File: src/rtl/config_uart_tx.sv
// config_uart_tx
//
// Serialises one configuration frame onto a UART line:
//   0x00, 0xAA, 0xFF, <command>, then WordCount 32-bit words.
// Each word goes out most significant byte first, either as four raw bytes
// (command bit 7 = 0) or as eight uppercase ASCII-hex characters
// (command bit 7 = 1, high nibble first). A 20-bit additive checksum of the
// data bytes is kept; header and command bytes do not contribute.
// Characters are 8N1: start bit 0, 8 data bits LSB first, stop bit 1, each
// bit held for COM_RATE clocks.
//
// Ports
//   i_clk          system clock, rising edge
//   i_resetn       asynchronous active-low reset
//   i_start        frame request, sampled only in Idle
//   i_command      command byte, latched on accepted start (bit 7 = hex mode)
//   i_word_count   number of data words, latched on accepted start
//   i_write_data   next data word
//   i_write_valid  i_write_data is valid
//   o_write_ready  block accepts a word this cycle
//   o_tx           serial line, idles high
//   o_busy         frame in progress
//   o_done         one-cycle pulse after the final stop bit
//   o_checksum     modulo-2^20 sum of data bytes of the current/last frame
//   o_state        frame FSM state, for observation
//
// Word handshake: a word transfers on a rising edge where o_write_ready and
// i_write_valid are both 1. o_write_ready is only raised in WaitWord and is
// registered, so it drops on the cycle after the transfer; i_write_valid is
// ignored whenever o_write_ready is 0.

module config_uart_tx #(
    parameter int unsigned COM_RATE = 217
) (
    input  logic        i_clk,
    input  logic        i_resetn,
    input  logic        i_start,
    input  logic [7:0]  i_command,
    input  logic [15:0] i_word_count,
    input  logic [31:0] i_write_data,
    input  logic        i_write_valid,
    output logic        o_write_ready,
    output logic        o_tx,
    output logic        o_busy,
    output logic        o_done,
    output logic [19:0] o_checksum,
    output logic [2:0]  o_state
);

    typedef enum logic [2:0] {
        S_IDLE   = 3'd0,
        S_ID0    = 3'd1,
        S_IDAA   = 3'd2,
        S_IDFF   = 3'd3,
        S_CMD    = 3'd4,
        S_WAIT   = 3'd5,
        S_WORD   = 3'd6,
        S_FINISH = 3'd7
    } state_t;

    // The bit timer counts RELOAD..0, giving exactly COM_RATE clocks per bit.
    localparam logic [15:0] RELOAD = 16'(COM_RATE - 1);

    // Value driven on the line for bit slot idx of character c
    // (slot 0 = start, 1..8 = data LSB first, 9 = stop).
    function automatic logic bit_value(input logic [7:0] c, input logic [3:0] idx);
        logic [2:0] di;
        di = 3'(idx - 4'd1);
        if (idx == 4'd0)
            return 1'b0;
        else if (idx >= 4'd9)
            return 1'b1;
        else
            return c[di];
    endfunction

    // Byte idx of a word, 0 = most significant.
    function automatic logic [7:0] byte_of(input logic [31:0] w, input logic [1:0] idx);
        logic [7:0] b;
        case (idx)
            2'd0:    b = w[31:24];
            2'd1:    b = w[23:16];
            2'd2:    b = w[15:8];
            default: b = w[7:0];
        endcase
        return b;
    endfunction

    function automatic logic [7:0] hex_char(input logic [3:0] nib);
        if (nib < 4'd10)
            return 8'h30 + {4'h0, nib};
        else
            return 8'h37 + {4'h0, nib};
    endfunction

    // Character number num (0-based) of word w in the selected encoding.
    function automatic logic [7:0] char_for(input logic [31:0] w, input logic [2:0] num,
                                            input logic hex);
        logic [7:0] b;
        if (hex) begin
            b = byte_of(w, num[2:1]);
            return hex_char(num[0] ? b[3:0] : b[7:4]);
        end
        b = byte_of(w, num[1:0]);
        return b;
    endfunction

    // Registered state
    state_t      r_state;
    logic        r_tx;
    logic        r_busy;
    logic        r_done;
    logic        r_write_ready;
    logic [15:0] r_bit_cnt;
    logic [3:0]  r_bit_idx;
    logic [7:0]  r_char;
    logic [2:0]  r_char_num;
    logic [31:0] r_word;
    logic [15:0] r_words_left;
    logic [19:0] r_checksum;
    logic [7:0]  r_cmd;
    logic        r_hex;

    // Next-state values
    state_t      w_state;
    logic        w_tx;
    logic        w_busy;
    logic        w_done;
    logic        w_write_ready;
    logic [15:0] w_bit_cnt;
    logic [3:0]  w_bit_idx;
    logic [7:0]  w_char;
    logic [2:0]  w_char_num;
    logic [31:0] w_word;
    logic [15:0] w_words_left;
    logic [19:0] w_checksum;
    logic [7:0]  w_cmd;
    logic        w_hex;
    logic        w_load;
    logic [7:0]  w_load_char;

    // Helpers
    logic        w_sending;
    logic        w_bit_end;
    logic        w_char_end;
    logic        w_last_char;
    logic        w_byte_done;
    logic [7:0]  w_sum_byte;
    logic        w_handshake;
    logic [2:0]  w_next_num;

    assign w_sending   = (r_state == S_ID0) || (r_state == S_IDAA) || (r_state == S_IDFF) ||
                         (r_state == S_CMD) || (r_state == S_WORD);
    assign w_bit_end   = (r_bit_cnt == 16'd0);
    assign w_char_end  = w_bit_end && (r_bit_idx == 4'd9);
    assign w_last_char = r_hex ? (r_char_num == 3'd7) : (r_char_num == 3'd3);
    // In hex mode a byte is complete only after its low-nibble character.
    assign w_byte_done = !r_hex || r_char_num[0];
    assign w_sum_byte  = byte_of(r_word, r_hex ? r_char_num[2:1] : r_char_num[1:0]);
    assign w_handshake = r_write_ready && i_write_valid;
    assign w_next_num  = r_char_num + 3'd1;

    always_comb begin
        w_state       = r_state;
        w_tx          = r_tx;
        w_busy        = r_busy;
        w_done        = 1'b0;
        w_write_ready = 1'b0;
        w_bit_cnt     = r_bit_cnt;
        w_bit_idx     = r_bit_idx;
        w_char        = r_char;
        w_char_num    = r_char_num;
        w_word        = r_word;
        w_words_left  = r_words_left;
        w_checksum    = r_checksum;
        w_cmd         = r_cmd;
        w_hex         = r_hex;
        w_load        = 1'b0;
        w_load_char   = 8'h00;

        // Bit timing inside a character; the character-end step is handled
        // per state below.
        if (w_sending && !w_char_end) begin
            if (w_bit_end) begin
                w_bit_idx = r_bit_idx + 4'd1;
                w_tx      = bit_value(r_char, r_bit_idx + 4'd1);
                w_bit_cnt = RELOAD;
            end else begin
                w_bit_cnt = r_bit_cnt - 16'd1;
            end
        end

        case (r_state)
            S_IDLE: begin
                w_tx   = 1'b1;
                w_busy = 1'b0;
                if (i_start) begin
                    w_cmd        = i_command;
                    w_hex        = i_command[7];
                    w_words_left = i_word_count;
                    w_checksum   = 20'h00000;
                    w_busy       = 1'b1;
                    w_load       = 1'b1;
                    w_load_char  = 8'h00;
                    w_state      = S_ID0;
                end
            end
            S_ID0: begin
                if (w_char_end) begin
                    w_load      = 1'b1;
                    w_load_char = 8'hAA;
                    w_state     = S_IDAA;
                end
            end
            S_IDAA: begin
                if (w_char_end) begin
                    w_load      = 1'b1;
                    w_load_char = 8'hFF;
                    w_state     = S_IDFF;
                end
            end
            S_IDFF: begin
                if (w_char_end) begin
                    w_load      = 1'b1;
                    w_load_char = r_cmd;
                    w_state     = S_CMD;
                end
            end
            S_CMD: begin
                if (w_char_end) begin
                    w_tx = 1'b1;
                    if (r_words_left == 16'd0) begin
                        w_done  = 1'b1;
                        w_busy  = 1'b0;
                        w_state = S_FINISH;
                    end else begin
                        w_write_ready = 1'b1;
                        w_state       = S_WAIT;
                    end
                end
            end
            S_WAIT: begin
                w_tx          = 1'b1;
                w_write_ready = 1'b1;
                if (w_handshake) begin
                    w_write_ready = 1'b0;
                    w_word        = i_write_data;
                    w_words_left  = r_words_left - 16'd1;
                    w_char_num    = 3'd0;
                    w_load        = 1'b1;
                    w_load_char   = char_for(i_write_data, 3'd0, r_hex);
                    w_state       = S_WORD;
                end
            end
            S_WORD: begin
                if (w_char_end) begin
                    w_tx = 1'b1;
                    if (w_byte_done)
                        w_checksum = r_checksum + {12'h000, w_sum_byte};
                    if (!w_last_char) begin
                        w_char_num  = w_next_num;
                        w_load      = 1'b1;
                        w_load_char = char_for(r_word, w_next_num, r_hex);
                    end else if (r_words_left != 16'd0) begin
                        w_write_ready = 1'b1;
                        w_state       = S_WAIT;
                    end else begin
                        w_done  = 1'b1;
                        w_busy  = 1'b0;
                        w_state = S_FINISH;
                    end
                end
            end
            S_FINISH: begin
                w_tx    = 1'b1;
                w_busy  = 1'b0;
                w_state = S_IDLE;
            end
            default: begin
                w_tx    = 1'b1;
                w_busy  = 1'b0;
                w_state = S_IDLE;
            end
        endcase

        // A new character begins with its start bit on the next cycle.
        if (w_load) begin
            w_char    = w_load_char;
            w_bit_idx = 4'd0;
            w_bit_cnt = RELOAD;
            w_tx      = 1'b0;
        end
    end

    always_ff @(posedge i_clk or negedge i_resetn) begin
        if (!i_resetn) begin
            r_state       <= S_IDLE;
            r_tx          <= 1'b1;
            r_busy        <= 1'b0;
            r_done        <= 1'b0;
            r_write_ready <= 1'b0;
            r_bit_cnt     <= 16'd0;
            r_bit_idx     <= 4'd0;
            r_char        <= 8'h00;
            r_char_num    <= 3'd0;
            r_word        <= 32'h0000_0000;
            r_words_left  <= 16'd0;
            r_checksum    <= 20'h00000;
            r_cmd         <= 8'h00;
            r_hex         <= 1'b0;
        end else begin
            r_state       <= w_state;
            r_tx          <= w_tx;
            r_busy        <= w_busy;
            r_done        <= w_done;
            r_write_ready <= w_write_ready;
            r_bit_cnt     <= w_bit_cnt;
            r_bit_idx     <= w_bit_idx;
            r_char        <= w_char;
            r_char_num    <= w_char_num;
            r_word        <= w_word;
            r_words_left  <= w_words_left;
            r_checksum    <= w_checksum;
            r_cmd         <= w_cmd;
            r_hex         <= w_hex;
        end
    end

    assign o_tx          = r_tx;
    assign o_busy        = r_busy;
    assign o_done        = r_done;
    assign o_write_ready = r_write_ready;
    assign o_checksum    = r_checksum;
    assign o_state       = r_state;

endmodule
File: config.mk
export PLATFORM = sky130hd
export DESIGN_NAME = config_uart_tx
export DESIGN_NICKNAME = d
export VERILOG_FILES = /design/src/rtl/config_uart_tx.sv
export SDC_FILE = /design/constraint.sdc
export NUM_CORES = 1
export LEC_CHECK = 0
export BUFFER_PORTS_ARGS = -buffer_cell sky130_fd_sc_hd__buf_2
export CORE_AREA = 2 2 118 109
export DETAILED_ROUTE_END_ITERATION = 12
export DIE_AREA = 0 0 120 111
export GPL_ROUTABILITY_DRIVEN = 0
export PLACE_DENSITY = 0.79
export SYNTH_ARGS = -nofsm -noshare
export SYNTH_HDL_FRONTEND = slang
export SYNTH_SLANG_ARGS = --single-unit
export TNS_END_PERCENT = 100
File: constraint.sdc
create_clock -name i_clk -period 4.4 [get_ports i_clk]
set_input_delay 0.44 -clock i_clk [delete_from_list [all_inputs] [get_ports i_clk]]
set_output_delay 0.44 -clock i_clk [all_outputs]
set_load 0.01 [all_outputs]
# After elaboration in Yosys (flattened, before gate mapping)
# Cells that the tools add are included.
[totals]
output_inout_bits = 27
ff_bits = 115
word_cells = 185
inputBits = 60
[op_classes]
magnitude_cmp = 4
addsub = 10
muxes = 94
eq_ne = 28
n_reduce_logical = 35
[op_table]
columns = ["cell", "n"]
rows = [
  ["2-to-1 mux 8 bit", 17],
  ["2-to-1 mux 16 bit", 5],
  ["case mux 8 bit (3 select lines)", 3],
  ["2-to-1 mux 20 bit", 3],
  ["case mux 20 bit (2 select lines)", 1],
  ["case mux 8 bit (5 select lines)", 1],
  ["2-to-1 mux 1 bit", 35],
  ["2-to-1 mux 3 bit", 11],
  ["logical NOT 16 bit", 2],
  ["case mux 16 bit (2 select lines)", 1],
  ["subtractor 16 x 1 -> 16 bit (second input constant)", 2],
  ["adder 6 x 4 -> 7 bit (first input constant)", 4],
  ["case mux 3 bit (8 select lines)", 1],
  ["inequality test 2 bit (second input constant)", 11],
  ["adder 20 x 8 -> 20 bit", 1],
  ["2-to-1 mux 4 bit", 4],
  ["nonzero test 16 bit", 1],
  ["== test 3 bit (second input constant)", 5],
  ["2-to-1 mux 7 bit", 2],
  ["nonzero test 2 bit", 5],
  ["== test 3 x 2 -> 1 bit (second input constant)", 3],
  ["< comparator 4 bit (second input constant)", 2],
  ["case mux 1 bit (4 select lines)", 2],
  ["AND reduction 4 bit", 2],
  ["other kinds (28)", 47],
]

# Depth between registers and ports, before layout
# Gate-level depths: netlist of run 1.
[depth]
word_depth = 15
mapped_depth = 12
depth_no_buf = 11

# Worst setup path before layout of run 1
# Ideal clock, no wire load.
[synth_path]
path_type = "flip-flop to flip-flop"
startpoint = "register r_hex"
endpoint = "register r_checksum[15] (netlist: o_checksum[15])"
setup_slack_ns = 0.599
arrival_time_ns = 3.723
synth_period_minus_slack_ns = 3.801
n_path_buf = 2
t_required_ns = 4.322
stages_incl_launch_ff = 12
setup_time_ns = 0.078
cell_sequence = "dfrtp_1 clkbuf_1 mux2i_1 mux4_2 ha_1 inv_1 o21a_1 o21ba_2 o21a_1 clkbuf_1 or4_1 a21oi_1"
[synth_between]
elab_chain_len = 7
elab_cells_between_ends = 13
cone_classes = "1 x add/sub; 3 x eq/ne; 5 x mux; 4 x reduce/logical"
[synth_rtl]
columns = ["element", "line_no", "text"]
rows = [
  ["from (decl)", "122", "logic r_hex;"],
  ["from (signal assigned)", "325", "r_hex <= w_hex;"],
  ["2-to-1 mux 2 bit", "159", "assign w_sum_byte = byte_of(r_word, r_hex ? r_char_num[2:1] : r_char_num[1:0]);"],
  ["== test 2 bit (tied with other cells)", "80", "case (idx)"],
  ["case mux 8 bit (3 select lines)", "80", ""],
  ["adder 20 x 8 -> 20 bit", "259", "w_checksum = r_checksum + {12'h000, w_sum_byte};"],
  ["2-to-1 mux 20 bit", "258", "if (w_byte_done)"],
  ["2-to-1 mux 20 bit", "256", "if (w_char_end) begin"],
  ["case mux 20 bit (2 select lines)", "193", "case (r_state)"],
  ["to (signal assigned)", "323", "r_checksum <= w_checksum;"],
  ["to (decl)", "120", "logic [19:0] r_checksum;"],
]
# Several ways; a longest one is shown, not always the timed one. The select of a mux whose other input is x is not followed.
# A chain may end at the register's enable or synchronous reset.

# Worst setup path after layout of run 1
[layout_path]
startpoint = "register r_char_num[1]"
endpoint = "register r_checksum[19] (netlist: o_checksum[19])"
[layout_between]
elab_chain_len = 7
elab_cells_between_ends = 9
cone_classes = "1 x add/sub; 2 x eq/ne; 5 x mux; 1 x reduce/logical"
[layout_rtl]
columns = ["element", "line_no", "text"]
rows = [
  ["from (decl)", "117", "logic [2:0] r_char_num;"],
  ["from (signal assigned)", "320", "r_char_num <= w_char_num;"],
  ["2-to-1 mux 2 bit (*)", "159", ""],
  ["== test 2 bit (tied with other cells)", "80", ""],
  ["case mux 8 bit (3 select lines) (*)", "80", ""],
  ["adder 20 x 8 -> 20 bit (*)", "259", ""],
  ["2-to-1 mux 20 bit (*)", "258", ""],
  ["2-to-1 mux 20 bit (*)", "256", ""],
  ["case mux 20 bit (2 select lines) (*)", "193", ""],
]
# Every way passes the cells marked *; elsewhere a longest branch is shown, timed or not. The select of a mux whose other input is x is not followed.

==> results of run 1 <==
-- per-layer routing --
metal / track usage [%] / routed length, um / vias to the layer above
met2: 45.8 / 8670 / 311
li1: - / - / 3023
met4: 11.1 / 491 / 0
met5: 0 / 0 / -
met3: 7.30 / 1610 / 46
met1: 40.1 / 7960 / 3126
-- path summary, 6_finish.rpt --
check	start	end	slack [ps]	depth (start not counted)
hold reg to reg	r_cmd[0]	r_cmd[0]	480	2
min in group i_clk	i_write_data[3]	r_word[3]	200	3
setup reg to reg	r_char_num[1]	o_checksum[19]	1060	10
max in group asynchronous	i_resetn	o_tx	3160	2
setup / recovery	r_char_num[1]	o_checksum[19]	1060	10
hold / removal	i_resetn	o_checksum[17]	200	1
-- where the power goes --
group          leakage, nW  internal (W)  switching, W
combinational         1.99     0.0000391     0.0000557
sequential            1.47       0.00106    0.00000695
clock                0.286      0.000914      0.000485
total                 3.75       0.00201      0.000548
-- sequential cells by signal, indices dropped and copies added (netlist names) --
name	count
r_hex	1
r_bit_cnt	16
o_tx	1
r_cmd	7
o_checksum	20
o_state	3
o_write_ready	1
o_done	1
o_busy	1
r_word	32
r_bit_idx	4
r_words_left	16
r_char	8
r_char_num	3
-- cell families after synthesis --
kind of cell	count (synthesis)	share of synthesized area (%)
buffers and inverters	72	4.00
AO/OA/AOI/OAI	195	17.6
multiplexers	31	7.69
adder cells (fa/ha/maj)	21	3.88
flip-flops	114	41.0
AND/OR/NAND/NOR	345	23.1
XOR/XNOR	22	2.77
-- cell type report --
| cell class | instances | area share, % |
|---|---|---|
| Clock buffer | 22 | 5.71 |
| Sequential cell | 114 | 35.1 |
| Multi-Input combinational cell | 614 | 47.3 |
| Timing Repair Buffer | 97 | 6.35 |
| Tap cell | 164 | 2.53 |
| Clock inverter | 10 | 1.63 |
| Inverter | 29 | 1.34 |
-- synthesized netlist by cell type, types with 2 or more instances --
cell type	n	share of area, %
o32ai_1	2	0.25
nand4_1	9	0.81
o311ai_0	2	0.25
a211oi_1	6	0.65
a222oi_1	8	1.1
nand3_1	19	1.4
a21o_1	3	0.32
a21oi_1	49	3.5
a22oi_1	3	0.32
xnor2_1	10	1.3
o22a_1	2	0.25
o2bb2ai_1	2	0.25
o21ai_0	69	5.0
nor2_1	68	3.7
o211ai_1	8	0.86
o22ai_1	3	0.27
a31oi_1	5	0.45
or2_2	6	0.54
a32oi_1	2	0.25
or4_1	11	1.2
mux2i_1	13	1.9
xor2_1	12	1.5
nand4b_1	2	0.25
and3_1	4	0.36
o21a_1	4	0.43
nor4_1	11	0.99
nor3_1	18	1.3
and2_1	2	0.18
clkbuf_1	39	2.1
a221oi_1	2	0.25
nor3b_1	4	0.43
and4_1	2	0.25
ha_1	20	3.6
mux4_2	18	5.8
o41ai_1	2	0.25
nand2_1	155	8.4
or3_1	9	0.81
nor2b_1	5	0.45
buf_1	2	0.11
inv_1	28	1.5
o31ai_1	12	1.3
nand2b_1	12	1.1
dfrtp_1	113	41
-- through the flow --
step | cells | util [%] | hold WS [ps] | setup WS, ps | instance area (um2)
after detailed placement | 1018 | 61.4 | 455 | 1070 | 7530
final | 1050 | 66.3 | 202 | 1060 | 8120
after CTS | 1050 | 66.3 | 190 | 1060 | 8120
after floorplan | 800 | - | 144 | 599 | 6970
after global routing | 1050 | 66.3 | 206 | 895 | 8120
after global placement | 1018 | 61.4 | 457 | 1300 | 7530
==> results.py, run 1 <==
metrics = {
    "timing": {
        "fmax_ghz": 0.299,
        "fin_worst_skew_ps": 14.5,
        "fin_crit_ps": 3340,
        "rsz0062_at_grt": "no",
        "worst_pin_slew_ps": 1040,
        "max_slew_margin_pct": 30.7,
        "finalCritPeriodShare_pct": 75.9,
        "drv_slew": 0,
        "finalSetupViolCount": 0,
        "final.setup.tns_ps": 0,
        "hold_viol": 0,
    },
    "critical_path": {
        "startpoint_type": "flip-flop",
        "cp.arrival_ps": 3680,
        "crit_top_cell": "o21a_1",
        "crit_buf_inv": 2,
        "worst_ep_required_time_ps": 4740,
        "crit_family": "compound AO/OA/AOI/OAI gates",
        "path_cells": "mux2i_1 -> buf_4 -> mux4_2 -> ha_1 -> inv_1 -> o21a_1 -> o21ba_2 -> o21a_1 -> or4_1 -> a21oi_1",
        "crit_slowest_cell": "or4_1",
        "cp-end-kind": "flip-flop",
        "cpPeakStageDelay_ps": 540,
        "crit_type": "flip-flop to flip-flop",
        "critPathMaxFanout": 12,
    },
    "floorplanning": {
        "chipWidth_um": 120,
        "die_height_um": 111,
        "rows": 39,
        "io_pins": 87,
        "start_util_pct": 56.9,
        "die_area_um2": 13300,
        "core-area_um2": 12200,
    },
    "detailed_routing": {
        "dr.pass1.iters": 9,
        "drt-total-wl_um": 18700,
        "drc_errors": 0,
        "vias_per_cell": 6.20,
        "drt.antenna.violating_nets": 0,
        "wl_per_cell_um": 17.8,
        "vias": 6506,
        "drtIter0Drc": 864,
    },
    "global_routing": {
        "grtUsageTotal_pct": 29.5,
        "antenna_found_initial": 0,
        "grt_overflow": 0,
        "grt_pass1_wl_um": 31000,
        "grt_max_degree": 84,
        "grt_pass1_vias": 6315,
    },
    "layout": {
        "final_cell_mix": "155 x nand2_1, 113 x dfrtp_1, 85 x buf_2",
        "num_antenna_cells": 0,
        "multi_input_area_um2": 3840,
        "final-seq-area_um2": 2850,
        "fillers": 1018,
        "final_common_cell": "nand2_1",
        "drive_gt1_share_pct": 18.1,
        "fin_nets": 954,
        "synthToLayoutAreaGrowth_pct": 16.6,
    },
    "min_path": {
        "hold_class": "input port to asynchronous set/reset pin",
    },
    "clock_network": {
        "cts_made_buffers": 17,
        "path_clk_slew_ps": 50,
        "ctsHtreeMaxLevel": 4,
        "clk_latency_ps": 430,
        "cts-root-buf": "clkbuf_16",
        "cts.sinks": 114,
        "cts_tree": "done",
        "cts-hold-fix-buffers": 0,
        "cts_resized": 0,
        "cts.path.max_buffers": 2,
        "cts_setup_buffers": 0,
    },
    "logic_synthesis": {
        "yosys_warnings": 0,
        "synth_seq_cells": 114,
        "synth_area_um2": 6970,
        "syn_area_per_cell_um2": 8.71,
        "synth_edf_count": 0,
        "synth.distinct_cells": 67,
        "synth_nets": 881,
        "synth_ff_type": "dfrtp_1",
        "synthesis.instances": 800,
        "synth-async-reset-ratio_pct": 100,
        "yosysSeqAreaShare_pct": 41.0,
    },
    "placement": {
        "portBuffers": 86,
        "hpwl_um": 13300,
    },
    "power_and_ir_drop": {
        "static-leakage-power_nw": 3.75,
        "p_per_area_nw_per_um2": 315,
        "fin_total_pwr_w": 0.00256,
        "ir_drop_v": 0.000377,
    },
    "outcome": {
        "status": "complete, no violations",
    },
    "job": {
        "drv_cap": 0,
    },
}
No activity file was read; power rests on OpenSTA's default activity.
==> run 2, diff against run 1 <==
Settings changed: CORE_AREA 2 2 118 109 to 2 2 124 114, DIE_AREA 0 0 120 111 to 0 0 126 116, PLACE_DENSITY 0.79 to 0.76.
Clock period 4.4 ns to 3.01 ns, I/O delays scaled along.
==> run 2 against run 1 <==
Sequential power is 46% higher; die area is 9.7% higher; first-iteration DRC count is 7.8% lower; count of clock-buffer cells in the layout is 1 higher; worst hold slack worse by 140 ps; via count is 0.60% higher; critical path type unchanged; sequential share of layout area is 2.0 points lower; final cell count is 4.1% higher; critical endpoint is now o_checksum[16]; setup slack worse by 1100 ps; critical path depth is 1 lower; the flow now finishes with violations (setup timing); final area is 6.2% higher.
==> results.py, run 2 (synthesis gave the netlist of run 1 again) <==
metrics = {
    "outcome": {
        "status": "finished, violations left",
        "violations": "setup timing",
    },
    "job": {
        "drv_cap": 0,
    },
    "timing": {
        "fmax_ghz": 0.326,
        "worst_pin_slew_ps": 833,
        "finalSetupViolCount": 7,
        "fin_worst_skew_ps": 6.29,
        "hold_viol": 0,
        "finalCritPeriodShare_pct": 102,
        "rsz0062_at_grt": "yes",
        "fin_crit_ps": 3060,
        "max_slew_margin_pct": 44.4,
        "drv_slew": 0,
        "fin_ws_ps": -54.7,
    },
    "layout": {
        "design_area_um2": 8630,
        "largest_register_ffs": 32,
        "fin_nets": 993,
        "final_common_cell": "nand2_1",
        "drive_gt1_share_pct": 24.4,
        "num_antenna_cells": 0,
        "final_cell_mix": "155 x nand2_1, 112 x dfrtp_1, 85 x buf_2",
        "top_register": "r_word",
        "fillers": 1083,
        "synthToLayoutAreaGrowth_pct": 23.9,
    },
    "detailed_routing": {
        "drt.antenna.violating_nets": 0,
        "wl_per_cell_um": 17.8,
        "dr.pass1.iters": 7,
        "drc_errors": 0,
        "vias_per_cell": 5.99,
        "drtIter0Drc": 797,
        "vias": 6545,
        "drt-total-wl_um": 19500,
    },
    "critical_path": {
        "crit_top_cell": "a21oi_2",
        "worst_ep_required_time_ps": 3360,
        "reg2regPathDepth": 9,
        "cpPeakStageDelay_ps": 530,
        "crit_slowest_cell": "mux4_2",
        "path_cells": "mux2i_4 -> buf_6 -> mux4_2 -> ha_4 -> or2_4 -> a21oi_2 -> or3_4 -> or4_4 -> a21oi_2",
        "crit_type": "flip-flop to flip-flop",
        "startpoint_type": "flip-flop",
        "critPathMaxFanout": 7,
        "cp.arrival_ps": 3420,
        "cp-end-kind": "flip-flop",
    },
    "min_path": {
        "min_path_cells": 3,
        "hold_class": "input port to flip-flop",
    },
    "floorplanning": {
        "io_pins": 87,
        "die_height_um": 116,
        "core-area_um2": 13200,
        "start_util_pct": 52.7,
        "die_area_um2": 14600,
        "chipWidth_um": 126,
        "rows": 40,
    },
    "power_and_ir_drop": {
        "fin_total_pwr_w": 0.00382,
        "swShare_pct": 21.5,
        "p_switching_w": 0.000820,
        "power.internal_w": 0.00300,
        "ir_drop_v": 0.000412,
        "pwr-share-comb_pct": 4.1,
        "seqPwrFrac_pct": 40.7,
        "static-leakage-power_nw": 3.97,
        "power_frac_clock_pct": 55.2,
        "p_per_area_nw_per_um2": 443,
    },
    "global_routing": {
        "grt_pass1_wl_um": 32000,
        "grtUsageTotal_pct": 27.7,
        "grt_pass1_vias": 6280,
        "grt_max_degree": 45,
        "antenna_found_initial": 0,
        "grt_overflow": 0,
    },
    "placement": {
        "hpwl_um": 13800,
        "place_area_um2": 7850,
        "place_ws_ps": -110,
        "portBuffers": 86,
    },
    "clock_network": {
        "path_clk_slew_ps": 50,
        "cts-root-buf": "clkbuf_16",
        "cts.sinks": 114,
        "cts_made_buffers": 17,
        "cts_tree": "done",
        "clk_latency_ps": 420,
        "ctsHtreeMaxLevel": 4,
        "cts.path.max_buffers": 2,
    },
}
-- run 2: final cells by class --
class,count,area [um2],share of cell area (%)
multi-input combinational,615,4000,46.4
sequential,114,2860,33.1
timing repair buffer,135,835,9.67
clock buffer,23,488,5.66
tap,168,210,2.44
clock inverter,9,128,1.48
inverter,29,109,1.26
-- run 2: path summary, 6_finish.rpt --
kind | to | slack, ps | startpoint
worst max-delay path | o_checksum[16] | -50 | r_hex
worst min-delay path | r_word[11] | 60 | i_write_data[11]
worst max register to register | o_checksum[16] | -50 | r_hex
worst min register to register | r_cmd[0] | 470 | r_cmd[0]
max in group asynchronous | r_hex | 1800 | i_resetn
min in group asynchronous | o_checksum[13] | 430 | i_resetn
-- run 2: timing repair --
item                       in CTS  in global routing
buffers inserted                1                  2
pin swaps                       1                  7
cloned                          0                  1
resized for setup               8                 23
hold endpoints to repair       40                  0
setup endpoints to repair       8                 14
hold buffers                    1                  0
-- run 2: routing by layer --
| metal | global-route usage, % | vias up | wire length (um) |
|---|---|---|---|
| li1 | - | 3110 | - |
| met1 | 40.9 | 3130 | 9020 |
| met2 | 41.1 | 271 | 8620 |
| met3 | 6.14 | 34 | 1440 |
| met4 | 8.86 | 0 | 384 |
| met5 | 0 | - | 0 |
-- run 2: stage by stage --
stage               util (%)  hold slack (ps)  TNS [ps]  std cells
global route            65.3             74.9      -958       1093
detailed placement      59.4              344      -644       1056
global placement        59.4              337     -30.0       1056
CTS                     64.5             53.6      -258       1090
finish                  65.3             63.8      -229       1093
floorplan                  -             5.41      -294        800
-- run 2: critical path, delay by kind of cell, from the launching register on --
kind / cells / cell delay, ps
AO/OA/AOI/OAI: 2 / 210
adder cells (fa/ha/maj): 1 / 300
buffers and inverters: 1 / 150
flip-flops: 1 / 410
multiplexers: 2 / 870
AND/OR/NAND/NOR: 3 / 1060
-- run 2: power by group through the flow --
| stage | clock (W) | combinational [W] | sequential [W] |
|---|---|---|---|
| finish | 0.00211 | 0.000157 | 0.00155 |
| CTS | 0.00212 | 0.000155 | 0.00155 |
| floorplan | 0 | 0.0000570 | 0.00158 |
| detailed placement | 0 | 0.000151 | 0.00158 |
| global route | 0.00220 | 0.000178 | 0.00155 |
| global placement | 0 | 0.000147 | 0.00158 |
==> run 3, diff against run 2 <==
Settings changed: ABC_AREA set to 1, CORE_AREA 2 2 124 114 to 2 2 128 118, DIE_AREA 0 0 126 116 to 0 0 130 120, PLACE_DENSITY 0.76 to 0.77.
==> run 3 against run 2 <==
The run now ends clean; register-to-register slack gained 140 ps; sequential power increased by 85%; fmax increased by 4.9%; utilization is 2.0 points lower; total power rose to 2.8 times the previous value; final cell count increased by 26%; setup slack gained 140 ps; sequential cell count did not move; routed wire length is 4.9% higher; largest power group is now combinational logic; highest routed layer unchanged.
==> results.py, run 3 <==
metrics = {
    "outcome": {
        "status": "complete, no violations",
    },
    "power_and_ir_drop": {
        "p_per_area_nw_per_um2": 1170,
        "fin_total_pwr_w": 0.0106,
        "ir_drop_v": 0.000621,
        "static-leakage-power_nw": 4.58,
    },
    "job": {
        "drv_cap": 0,
    },
    "clock_network": {
        "cts-root-buf": "clkbuf_16",
        "cts.path.max_buffers": 2,
        "path_clk_slew_ps": 60,
        "cts_made_buffers": 17,
        "cts_tree": "done",
        "clk_latency_ps": 430,
        "ctsHtreeMaxLevel": 4,
        "cts.sinks": 114,
    },
    "layout": {
        "synthToLayoutAreaGrowth_pct": 19.7,
        "num_antenna_cells": 0,
        "final_cell_mix": "338 x nand2_1, 112 x dfrtp_1, 96 x inv_1",
        "design_area_um2": 9080,
        "final_common_cell": "nand2_1",
        "largest_register_ffs": 32,
        "fin_nets": 1253,
        "top_register": "r_word",
        "drive_gt1_share_pct": 19.0,
    },
    "logic_synthesis": {
        "synth_ff_type": "dfrtp_1",
        "synth_seq_cells": 114,
        "synth_area_um2": 7580,
        "yosys.area_share.simple_pct": 33.7,
        "synthTopCellsByArea": "dfrtp_1 37%, nand2_1 17%, o21ai_0 5.6%",
        "syn_area_per_cell_um2": 7.06,
        "synthesis.instances": 1074,
        "muxShareOfSynthArea_pct": 0,
        "synth-async-reset-ratio_pct": 100,
        "synth.largest_area_cell": "dfrtp_1",
        "yosys_warnings": 0,
        "synth_top_area_share_pct": 37.3,
        "synthTopCellsByCount": "342 x nand2_1, 113 x dfrtp_1, 98 x inv_1",
        "synth.distinct_cells": 49,
        "synth-xor-area-share_pct": 2.89,
        "synth_top_family_by_area": "simple AND/OR/NAND/NOR gates",
        "synthAdderAreaFrac_pct": 3.56,
        "synth_most_common_cell": "nand2_1",
        "yosysSeqAreaShare_pct": 37.6,
        "synth-compound-area-share_pct": 14.2,
        "synth_edf_count": 0,
        "synth_nets": 1155,
    },
    "placement": {
        "portBuffers": 86,
        "hpwl_um": 14800,
        "place_area_um2": 8240,
    },
    "critical_path": {
        "crit_slowest_cell": "dfrtp_2",
        "worst_ep_required_time_ps": 3300,
        "crit_top_cell": "nand3_1",
        "startpoint_type": "flip-flop",
        "crit_type": "flip-flop to flip-flop",
        "crit_family": "compound AO/OA/AOI/OAI gates",
        "crit_buf_inv": 4,
        "cpPeakStageDelay_ps": 460,
        "cp-end-kind": "flip-flop",
        "critPathMaxFanout": 8,
        "path_cells": "inv_4 -> nor2_4 -> a21oi_2 -> buf_4 -> nor2_1 -> buf_4 -> nand2_1 -> nand3_1 -> o21ai_0 -> inv_1 -> ha_1 -> a21oi_2 -> o21bai_1 -> a21o_1 -> nand3_1 -> nand2_1 -> or2_2 -> nand3_1 -> o21ai_1",
        "cp.arrival_ps": 3210,
    },
    "detailed_routing": {
        "drc_errors": 0,
        "wl_per_cell_um": 14.8,
        "drt-total-wl_um": 20400,
        "vias": 7611,
        "dr.pass1.iters": 7,
        "vias_per_cell": 5.51,
        "drt.antenna.violating_nets": 0,
        "drtIter0Drc": 969,
    },
    "timing": {
        "fmax_ghz": 0.342,
        "fin_crit_ps": 2920,
        "fin_worst_skew_ps": 13.2,
        "final.setup.tns_ps": 0,
        "finalCritPeriodShare_pct": 97.1,
        "drv_slew": 0,
        "hold_viol": 0,
        "worst_pin_slew_ps": 598,
        "finalSetupViolCount": 0,
        "timing.hold.ws_ps": 64.5,
        "max_slew_margin_pct": 60.1,
    },
    "min_path": {
        "hold_class": "input port to flip-flop",
    },
    "floorplanning": {
        "rows": 42,
        "die_height_um": 120,
        "chipWidth_um": 130,
        "io_pins": 87,
        "start_util_pct": 52.9,
        "core-area_um2": 14300,
        "die_area_um2": 15600,
    },
    "global_routing": {
        "grtUsageTotal_pct": 27.2,
        "grt_max_degree": 71,
        "grt_pass1_vias": 7063,
        "grt_overflow": 0,
        "grt_pass1_wl_um": 33500,
        "antenna_found_initial": 0,
    },
}
## run 3: cell types whose count changed after synthesis, sizes merged, moves of 13 or more
cell    change
buf        +14
inv        +82
mux4       -18
nor2       +21
clkbuf     -26
mux2i      -13
nand3      +66
o21ai      +38
nand2     +199
## run 3: final timing paths
kind | startpoint | endpoint | slack, ps | depth (start not counted)
setup reg to reg | r_hex | o_checksum[14] | 90 | 19
hold / removal | i_command[1] | r_cmd[1] | 60 | 3
setup / recovery | r_hex | o_checksum[14] | 90 | 19
min in group asynchronous | i_resetn | r_word[3] | 420 | 2
max in group asynchronous | i_resetn | r_bit_cnt[11] | 1810 | 3
hold reg to reg | r_cmd[1] | r_cmd[1] | 480 | 2
## run 3: layout make-up
type / count / area [um2]
clock buffers: 23 / 498
multi-input cells: 817 / 4270
well taps: 198 / 248
flip-flops and latches: 114 / 2860
clock inverters: 8 / 149
inverters: 112 / 430
repair buffers: 110 / 628
fillers: 1306 / 5270
## run 3: logic make-up (layout without fill, tap and decap cells)
logic type | after synthesis | count (layout)
compound gates | 193 | 193
xor+xnor | 25 | 25
fa+ha+maj | 21 | 21
buf+inv | 143 | 253
flops | 114 | 114
simple gates | 578 | 578
## run 3: worst register-to-register path: cells and delay by family (launching register included)
family / cells / cell delay [ps]
simple gates: 8 / 680
compound gates: 6 / 800
buf+inv: 4 / 490
flops: 1 / 460
fa+ha+maj: 1 / 340
## run 3: metrics by stage
step	std cells	util, %	setup slack (ps)
after global placement	1346	57.4	164
after global routing	1382	63.3	-106
after detailed placement	1346	57.4	94.8
after CTS	1378	62.0	60.9
after floorplan	1074	-	77.7
final	1382	63.3	87.3
## run 3: what timing repair did
item                       4_1_cts  5_1_grt
gates resized for setup          0       46
hold buffers                     1        0
setup endpoints to repair        0       19
setup buffers                    0        4
hold endpoints to repair        44        0
## run 3: where the power goes
part	total, W	internal [W]	switching, W
Clock	0.00221	0.00149	0.000716
Sequential	0.00286	0.00217	0.000689
Combinational	0.00555	0.00200	0.00355
## run 3: per-layer routing
| layer | up-vias | part of all wire (%) | global-route usage (%) |
|---|---|---|---|
| met3 | 62 | 7.9 | 7.94 |
| met1 | 3510 | 45 | 37.6 |
| met2 | 310 | 44 | 40.5 |
| met4 | 0 | 2.6 | 9.74 |
| met5 | - | 0 | 0 |
| li1 | 3729 | - | - |
